File: src/rtl/audio_level_meter.sv
// audio_level_meter
//   Converts signed codec samples into a log-scaled LED bar graph with
//   selectable channel source, peak-hold / decaying display modes and a
//   sticky clip indicator. Three-stage pipeline, one sample per cycle.
//   All display timers count audio samples, not clocks.
//
// Ports
//   clk          : system clock
//   reset_n      : asynchronous active-low reset
//   sample_valid : one-cycle strobe, left_in/right_in valid
//   left_in      : signed left sample
//   right_in     : signed right sample
//   ch_sel       : 0 left, 1 right, 2/3 max(|L|,|R|)
//   mode         : 0 instantaneous bar, 1 bar + peak dot, 2/3 decaying bar
//   leds         : LED pattern, bit 0 is the lowest segment
//   level        : displayed bar height 0..NUM_LEDS
//   clip         : sticky clip indicator
//   out_valid    : pulses when leds/level update (3 cycles after strobe)
module audio_level_meter #(
    parameter int SAMPLE_W      = 32,
    parameter int NUM_LEDS      = 10,
    parameter int BASE_EXP      = 18,
    parameter int HOLD_SAMPLES  = 24000,
    parameter int DECAY_SAMPLES = 2400,
    parameter int CLIP_SAMPLES  = 48000,
    localparam int LVL_W        = $clog2(NUM_LEDS + 1)
) (
    input  logic                       clk,
    input  logic                       reset_n,
    input  logic                       sample_valid,
    input  logic signed [SAMPLE_W-1:0] left_in,
    input  logic signed [SAMPLE_W-1:0] right_in,
    input  logic [1:0]                 ch_sel,
    input  logic [1:0]                 mode,
    output logic [NUM_LEDS-1:0]        leds,
    output logic [LVL_W-1:0]           level,
    output logic                       clip,
    output logic                       out_valid
);

    localparam int MAG_W  = SAMPLE_W - 1;
    localparam int HCNT_W = $clog2(HOLD_SAMPLES + 1);
    localparam int CCNT_W = $clog2(CLIP_SAMPLES + 1);
    localparam int DCNT_W = (DECAY_SAMPLES > 1) ? $clog2(DECAY_SAMPLES) : 1;

    // Absolute value; the most negative code has no positive twin and
    // saturates to full scale.
    function automatic logic [MAG_W-1:0] abs_sat(input logic signed [SAMPLE_W-1:0] x);
        logic [SAMPLE_W-1:0] neg;
        if (!x[SAMPLE_W-1])
            return x[MAG_W-1:0];
        neg = -x;
        if (neg[SAMPLE_W-1])
            return '1;
        return neg[MAG_W-1:0];
    endfunction

    // Number of thresholds 2^(BASE_EXP+k-1) strictly exceeded.
    function automatic logic [LVL_W-1:0] log_level(input logic [MAG_W-1:0] m);
        logic [LVL_W-1:0] n;
        n = '0;
        for (int k = 1; k <= NUM_LEDS; k++) begin
            if (m > (MAG_W'(1) << (BASE_EXP + k - 1)))
                n = n + 1'b1;
        end
        return n;
    endfunction

    function automatic logic [NUM_LEDS-1:0] bar(input logic [LVL_W-1:0] n);
        logic [NUM_LEDS-1:0] b;
        for (int i = 0; i < NUM_LEDS; i++)
            b[i] = (i < int'(n));
        return b;
    endfunction

    function automatic logic [NUM_LEDS-1:0] dot(input logic [LVL_W-1:0] n);
        logic [NUM_LEDS-1:0] d;
        for (int i = 0; i < NUM_LEDS; i++)
            d[i] = (int'(n) == i + 1);
        return d;
    endfunction

    logic             vld_p0, vld_p1;
    logic [MAG_W-1:0] mag_l_p0, mag_r_p0;
    logic [1:0]       ch_sel_p0, mode_p0, mode_p1;
    logic [MAG_W-1:0] mag_sel;
    logic [LVL_W-1:0] inst_p1;
    logic             hit_p1;

    logic [LVL_W-1:0]  peak, peak_nxt;
    logic [HCNT_W-1:0] hcnt, hcnt_nxt;
    logic [DCNT_W-1:0] dcnt, dcnt_nxt;
    logic [CCNT_W-1:0] ccnt, ccnt_nxt;
    logic              clip_nxt, step;
    logic [NUM_LEDS-1:0] leds_nxt;
    logic [LVL_W-1:0]  level_nxt;

    // ---- stage 1: magnitudes and per-sample controls ----
    always_ff @(posedge clk or negedge reset_n) begin
        if (!reset_n)
            vld_p0 <= 1'b0;
        else
            vld_p0 <= sample_valid;
    end

    always_ff @(posedge clk) begin
        if (sample_valid) begin
            mag_l_p0  <= abs_sat(left_in);
            mag_r_p0  <= abs_sat(right_in);
            ch_sel_p0 <= ch_sel;
            mode_p0   <= mode;
        end
    end

    // ---- stage 2: channel select, log level, clip detect ----
    always_comb begin
        mag_sel = mag_l_p0;
        case (ch_sel_p0)
            2'd0:    mag_sel = mag_l_p0;
            2'd1:    mag_sel = mag_r_p0;
            default: mag_sel = (mag_l_p0 > mag_r_p0) ? mag_l_p0 : mag_r_p0;
        endcase
    end

    always_ff @(posedge clk or negedge reset_n) begin
        if (!reset_n)
            vld_p1 <= 1'b0;
        else
            vld_p1 <= vld_p0;
    end

    always_ff @(posedge clk) begin
        if (vld_p0) begin
            inst_p1 <= log_level(mag_sel);
            hit_p1  <= &mag_sel;
            mode_p1 <= mode_p0;
        end
    end

    // ---- stage 3: peak/hold/decay/clip state and display ----
    always_comb begin
        step     = (dcnt == DCNT_W'(DECAY_SAMPLES - 1));
        dcnt_nxt = step ? '0 : dcnt + 1'b1;
        peak_nxt = peak;
        hcnt_nxt = hcnt;
        // A new peak wins over a coincident decay step.
        if (inst_p1 >= peak) begin
            peak_nxt = inst_p1;
            hcnt_nxt = HCNT_W'(HOLD_SAMPLES);
        end else if (hcnt != '0) begin
            hcnt_nxt = hcnt - 1'b1;
        end else if (step && (peak != '0)) begin
            peak_nxt = peak - 1'b1;
        end

        // clip stays up while the stretch counter is still running down
        ccnt_nxt = ccnt;
        clip_nxt = 1'b0;
        if (hit_p1) begin
            ccnt_nxt = CCNT_W'(CLIP_SAMPLES);
            clip_nxt = 1'b1;
        end else if (ccnt != '0) begin
            ccnt_nxt = ccnt - 1'b1;
            clip_nxt = 1'b1;
        end

        level_nxt = inst_p1;
        leds_nxt  = bar(inst_p1);
        case (mode_p1)
            2'd0: begin
                level_nxt = inst_p1;
                leds_nxt  = bar(inst_p1);
            end
            2'd1: begin
                level_nxt = inst_p1;
                leds_nxt  = bar(inst_p1) | dot(peak_nxt);
            end
            default: begin
                level_nxt = peak_nxt;
                leds_nxt  = bar(peak_nxt);
            end
        endcase
    end

    always_ff @(posedge clk or negedge reset_n) begin
        if (!reset_n) begin
            out_valid <= 1'b0;
            leds      <= '0;
            level     <= '0;
            clip      <= 1'b0;
            peak      <= '0;
            hcnt      <= '0;
            dcnt      <= '0;
            ccnt      <= '0;
        end else begin
            out_valid <= vld_p1;
            if (vld_p1) begin
                leds  <= leds_nxt;
                level <= level_nxt;
                clip  <= clip_nxt;
                peak  <= peak_nxt;
                hcnt  <= hcnt_nxt;
                dcnt  <= dcnt_nxt;
                ccnt  <= ccnt_nxt;
            end
        end
    end

endmodule

File: config.mk
export PLATFORM = sky130hd
export DESIGN_NAME = audio_level_meter
export DESIGN_NICKNAME = d
export VERILOG_FILES = /design/src/rtl/audio_level_meter.sv
export SDC_FILE = /design/constraint.sdc
export NUM_CORES = 1
export LEC_CHECK = 0
export CORE_UTILIZATION = 65
export CTS_BUF_LIST = sky130_fd_sc_hd__clkbuf_4 sky130_fd_sc_hd__clkbuf_8
export DETAILED_ROUTE_END_ITERATION = 8
export PLACE_DENSITY = 0.89
export SYNTH_ARGS = -nofsm -noshare
export SYNTH_HDL_FRONTEND = slang
export SYNTH_SLANG_ARGS = --single-unit
File: constraint.sdc
create_clock -name clk -period 11.35 [get_ports clk]
set_clock_uncertainty 0.1 [all_clocks]
set_input_delay 2.27 -clock clk [delete_from_list [all_inputs] [get_ports clk]]
set_output_delay 2.27 -clock clk [all_outputs]
set_load 0.03 [all_outputs]
==> metrics.txt, run 1 <==
run status=finished clean; Critical Path Source=mag_r_p0[20]; wire length of the first global-routing pass=~35000 µm; most common cell after layout, fill and taps aside=nand2_1; proportion of register bits with asynchronous set or reset after synthesis=about 47%; FMAX=between 0.1 and 0.15 GHz; number of instances in the synthesized netlist=a little over 1000; Setup Total Neg Slack=0 ps; wire per inst=16.4 µm; Post-Place Cell Area=about 10000 µm²; # clock sinks=between 100 and 150; summed area of non-filler cells in the final layout=about 11000 µm²; CP Depth=26; CTS Hold Buffers Added=0; Reg2Reg Setup Slack=around 3800 ps; total power divided by cell area=between 150 and 200 nW/µm²; critical path capture point type=flop; Initial Utilization=about 67%; DRC Markers=0; Leak=approximately 0.0043 µW; die area=14800 µm²; Least-Margin Pin Slew=1080 ps; number of buffers inserted by post-CTS setup repair=0; H-tree depth reported by CTS=4; starting DRC count in detailed routing=approximately 600; type of element launching the critical path=flop; Die Y-Extent=between 100 and 150 µm; Crit path arrival time=between 7000 and 8000 ps; Synth Register Bits=approximately 140; pin count of the biggest net entering global routing=68; most frequent cells in the layout=nand2_1, clkdlybuf4s50_1, inv_1; footprint of the flip-flops and latches=about 3800 µm²; initial antenna violation count=0; number of cells on the worst reg-to-reg path=26; layout cell share with drive strength beyond 1=under 10%; distinct cell type count of the synthesized netlist=71; total of warnings raised by yosys=0; period utilisation layout=~67%; Die W=122 µm; buffers from clock root to sink, at most=2; Pwr Total=about 2000 µW; number of max-slew violations in the final report=0; Post-DP HPWL=around 16000 µm; total inserted antenna cells=0; total routed wirelength=21300 µm; shortest period the worst path allows=approximately 7600 ps; critical path required time=11470 ps; Cell Rows=43; cell at the root of the clock tree=clkbuf_8; Syn-to-layout area delta=15.0%; dominant cell type by count on the critical path=ha_1; DRT Pass-1 Iters=5; mean post-synth cell area=between 9 and 10 µm²; Primary FF master, synth=edfxtp_1; number of global-route vias before repair=approximately 7800; CTS tree=yes; sequential element share of the synthesized area=between 40% and 50%; Max-Cap Viols=0; post-CTS clock slew at the launch and capture registers of the worst setup and hold paths=roughly 80 ps; EDFF count, synth=73; ports placed on the boundary=87; worst reg2reg endpoint=inst_p1[1]; worst IR drop on VDD=roughly 120 µV; global-route usage over all layers=between 30% and 40%; buffering stage count on the worst path with inverters included=2; vias=between 8000 and 9000; Num CTS Buffers=17; category of the most critical setup path=flop to flop; Placeable Area=13900 µm²; HP Class=flop to flop; biggest cell delay along the critical path=about 620 ps; port bufs=86; relative slew slack=between 20% and 30%; setup repair after global routing missed its margin=no; area of the mapped netlist=9310 µm²; global placement routability congestion=between 0.9 and 1; post-cts sizing count=0; per-cell via count in the routed design=a little over 6; final hold violations=0; Routed Antenna Nets=0; Worst Path Max Fanout=10; final standard cell utilization of the core=around 77%; overflow left after global routing=0; Post-layout nets=about 1200; Reg-to-Reg Start=mag_r_p0[20]; Filler Cells Inserted=just under 1000; net count after synthesis=about 1100; Worst Hold Margin=between 300 and 400 ps; termination of the worst setup path=inst_p1[1]; area of the multi-input gates=a little over 5000 µm²; clock latency on the worst-skew pair=470 ps; Top delay family on crit path=compound AO/OA/AOI/OAI gates; setup violation total in the final timing report=0; CP max stage cell=nor2_1
## worst min-delay path by stage
stage | from | to | depth (start not counted)
6_report | mode_p0[1] | mode_p1[1] | 0
5_1_grt | mode_p0[1] | mode_p1[1] | 0
4_1_cts | mode_p0[1] | mode_p1[1] | 0
3_5_place_dp | mode_p0[1] | mode_p1[1] | 0
3_3_place_gp | mode_p0[0] | mode_p1[0] | 0
2_1_floorplan | mode_p0[0] | mode_p1[0] | 0
## worst register-to-register path: stages, from the launching register on
cell       delay [ps]
edfxtp_1          450
inv_1              90
ha_1              310
a21oi_1           140
o21ai_0           100
a2111oi_0         560
a2bb2oi_1         340
nor2_1            620
o21ai_0           170
or2_2             320
ha_1              390
or4_1             560
nand3_2           140
inv_1              60
ha_1              260
o2bb2ai_1         180
o21a_1            210
xnor2_1           120
mux2i_1           280
ha_1              300
nor2b_1           160
a211oi_1           80
o22a_1            200
ha_1              340
mux2_2            290
ha_1              280
mux2_2            270
## flip-flops by register name, summed over array words and instances (netlist names), 2 cells and up
| register | flops |
|---|---|
| mag_r_p0 | 31 |
| level | 4 |
| ccnt | 16 |
| hcnt | 15 |
| ch_sel_p0 | 2 |
| dcnt | 12 |
| mode_p0 | 2 |
| mode_p1 | 2 |
| mag_l_p0 | 31 |
| leds | 10 |
| inst_p1 | 4 |
| peak | 4 |
## power breakdown
| part | internal (µW) | switching (µW) |
|---|---|---|
| registers | 639 | 104 |
| logic | 342 | 456 |
| clock network | 227 | 199 |
## synthesized netlist by cell type (10+ instances only)
| cell type | instances | area (µm²) |
|---|---|---|
| nor3_1 | 31 | 155 |
| nand2_1 | 142 | 533 |
| a21oi_1 | 53 | 265 |
| ha_1 | 49 | 613 |
| nand3_1 | 17 | 85.1 |
| or4_1 | 21 | 158 |
| xor2_1 | 56 | 490 |
| o21ai_0 | 51 | 255 |
| nor2_1 | 71 | 267 |
| edfxtp_1 | 73 | 2190 |
| inv_1 | 76 | 285 |
| xnor2_1 | 39 | 342 |
| nand4_1 | 34 | 213 |
| mux2i_1 | 12 | 120 |
| o31ai_1 | 18 | 135 |
| o41ai_1 | 12 | 105 |
| clkbuf_1 | 28 | 105 |
| a31oi_1 | 11 | 68.8 |
| nand2b_1 | 10 | 62.6 |
| dfrtp_1 | 65 | 1630 |
| nor4_1 | 29 | 181 |
## kinds of logic after synthesis
logic type | share of synthesized area, %
AOI/OAI and AO/OA | 14.5
xor gates and xnor gates | 9.59
adders and majority gates | 6.59
buffers and inverters | 4.60
DFF | 41.0
muxes | 1.65
and+or+nand+nor | 22.0
## per-stage QoR
step | instances | worst slack, ps
floorplan | 1027 | 4600
global placement | 1266 | 4110
detailed placement | 1266 | 3830
CTS | 1298 | 3820
global route | 1298 | 3270
finish | 1298 | 3780
## final cells by class
class                   count  area share, %
multi-input cells         780           47.3
repair buffers             91           8.30
flip-flops and latches    138           35.7
clock buffers              19           2.39
inverters                  77           2.71
clock inverters            13           1.52
well taps                 180           2.11
## routing by layer
layer / routed length, µm / track usage [%]
met5: 0 / 0
met1: 8800 / 35.1
met2: 10700 / 54.0
met3: 1010 / 6.09
met4: 787 / 14.9
No activity file was read; power rests on OpenSTA's default activity.
==> run 2: changes to the inputs <==
Settings changed: CORE_UTILIZATION 65 to 60, PLACE_DENSITY 0.89 to 0.83.
Clock period 11.35 ns to 7.9 ns, I/O delays scaled along.
==> metrics.txt, run 2 (same netlist as run 1, synthesis figures left out) <==
Worst Path Max Fanout=8 (-2); Die Y-Extent=127 µm (+4.0%); critical path required time=8010 ps (-3460 ps); setup repair after global routing missed its margin=no; Routed Antenna Nets=0 (unchanged); Initial Utilization=61.4% (-5.3 points); initial antenna violation count=0 (unchanged); Cell Rows=45 (+4.7%); type of element launching the critical path=flop; number of max-slew violations in the final report=0 (unchanged); pin count of the biggest net entering global routing=68 (unchanged); global placement routability congestion=0.937 (about the same); biggest cell delay along the critical path=560 ps (-60 ps); Post-layout nets=1226 (+0.082%); most frequent cells in the layout=nand2_1, clkdlybuf4s50_1, inv_1; largest registers=mag_l_p0 x31, mag_r_p0 x31, ccnt x16; category of the most critical setup path=flop to flop; global-route usage over all layers=27.3% (-3.2 points); overflow left after global routing=0 (unchanged); Post-DP HPWL=15300 µm (-3.0%); CTS tree=yes; H-tree depth reported by CTS=4 (unchanged); per-cell via count in the routed design=6.01 (-3.0%); Top delay family on crit path=simple AND/OR/NAND/NOR gates; dominant cell type by count on the critical path=ha_1; buffering stage count on the worst path with inverters included=2 (unchanged); clock latency on the worst-skew pair=460 ps (about the same); number of buffers inserted by post-CTS setup repair=0 (unchanged); setup violation total in the final timing report=0 (unchanged); post-placement worst setup slack=742 ps (-3090 ps); summed area of non-filler cells in the final layout=10700 µm² (about the same); worst IR drop on VDD=139 µV (+14%); Least-Margin Pin Slew=1040 ps (-37.3 ps); Placeable Area=15100 µm² (+8.7%); relative slew slack=29.8% (+2.0 points); CTS Hold Buffers Added=0 (unchanged); post-cts sizing count=0 (unchanged); non-filler cells, final=1306 (+0.62%); number of global-route vias before repair=7575 (-2.3%); starting DRC count in detailed routing=558 (-7.6%); internal power summed over all cells=1730 µW (+43%); Net Sw Frac=37.7% (-0.86 points); Max-Cap Viols=0 (unchanged); buffers from clock root to sink, at most=2 (unchanged); Crit path arrival time=7410 ps (-280 ps); die area=16000 µm² (+8.2%); wire length of the first global-routing pass=34900 µm (-1.2%); final worst-path setup slack=600 ps (-3180 ps); final hold violations=0 (unchanged); Num CTS Buffers=17 (unchanged); vias=7849 (-2.4%); clock share of power=20.8% (-0.9 points); run status=finished clean; DRT Pass-1 Iters=6 (+1); Post-Place Cell Area=10300 µm² (+0.24%); layout cell share with drive strength beyond 1=5.81% (+0.089 points); cell at the root of the clock tree=clkbuf_8; CP max stage cell=or4_1; DRC Markers=0 (unchanged); FMAX=0.137 GHz (+3.7%); total power divided by cell area=259 nW/µm² (+41%); period utilisation layout=92.4% (+26 points); post-placement cell count=1275 (+0.71%); total inserted antenna cells=0 (unchanged); port bufs=86 (unchanged); sequential cell fraction of total power=38.2% (+0.4 points); Syn-to-layout area delta=15.0% (about the same); switching power=1050 µW (+38%); Die W=127 µm (+4.0%); # clock sinks=138 (unchanged); total routed wirelength=20400 µm (-3.9%); combinational power share=41.0% (+0.4 points); most common cell after layout, fill and taps aside=nand2_1; ports placed on the boundary=87 (unchanged); wire per inst=15.7 µm (-4.5%); final standard cell utilization of the core=70.7% (-6.1 points); HP Class=flop to flop; shortest period the worst path allows=7300 ps (-273 ps); post-CTS clock slew at the launch and capture registers of the worst setup and hold paths=70 ps (about the same); Setup Total Neg Slack=0 ps (unchanged); Leak=0.00431 µW (-0.12%); critical path capture point type=flop
## run 2: area by class of cell
class / instances / area [µm²]
fill: 1177 / 4440
clock buffer: 24 / 305
clock inverter: 7 / 91.3
timing repair buffer: 92 / 896
tap: 188 / 235
inverter: 77 / 290
sequential: 138 / 3820
multi-input combinational: 780 / 5070
## run 2: worst paths after layout
path	startpoint	end	slack, ps	cells after the start
setup / recovery	mag_r_p0[29]	inst_p1[1]	600	27
hold / removal	mode_p0[0]	mode_p1[0]	320	0
setup reg to reg	mag_r_p0[29]	inst_p1[1]	600	27
hold reg to reg	mode_p0[0]	mode_p1[0]	320	0
max in group asynchronous	reset_n	peak[2]	5970	2
min in group asynchronous	reset_n	ccnt[1]	1190	2
## run 2: per-stage QoR
step | hold WS [ps] | total power [µW]
after global placement | 303 | 2160
final | 321 | 2780
after floorplan | 300 | 1860
after CTS | 323 | 2780
after detailed placement | 305 | 2190
after global routing | 343 | 2980
## run 2: worst reg2reg max path, stage by stage, from the launching register on
cell,delay (ps)
edfxtp_1,410
inv_1,100
ha_1,330
nand4_1,180
nor4_1,370
a21boi_0,180
o2bb2ai_1,360
nand2_1,290
nor3_1,260
a21oi_1,50
or2_2,330
ha_1,380
or4_1,560
nand3_2,150
inv_1,60
ha_1,270
o2bb2ai_1,190
o21a_1,210
xnor2_1,120
mux2i_1,260
ha_1,300
nor2b_1,180
a211oi_1,80
o22a_1,200
ha_1,330
mux2_2,290
ha_1,280
mux2_2,260
## run 2: power groups by stage
stage               Clock, µW  Combinational, µW  Sequential (µW)
floorplan                   0                778             1090
global placement            0               1090             1070
CTS                       586               1130             1060
finish                    577               1140             1060
detailed placement          0               1120             1070
global route              616               1280             1080
## run 2: layer usage
metal	track usage [%]	share of wire, %	routed length (µm)	up-vias
li1	-	-	-	3895
met1	32.5	42	8640	3652
met2	48.6	51	10400	254
met3	4.64	4.1	844	48
met4	12.0	2.7	542	0
met5	0	0	0	-
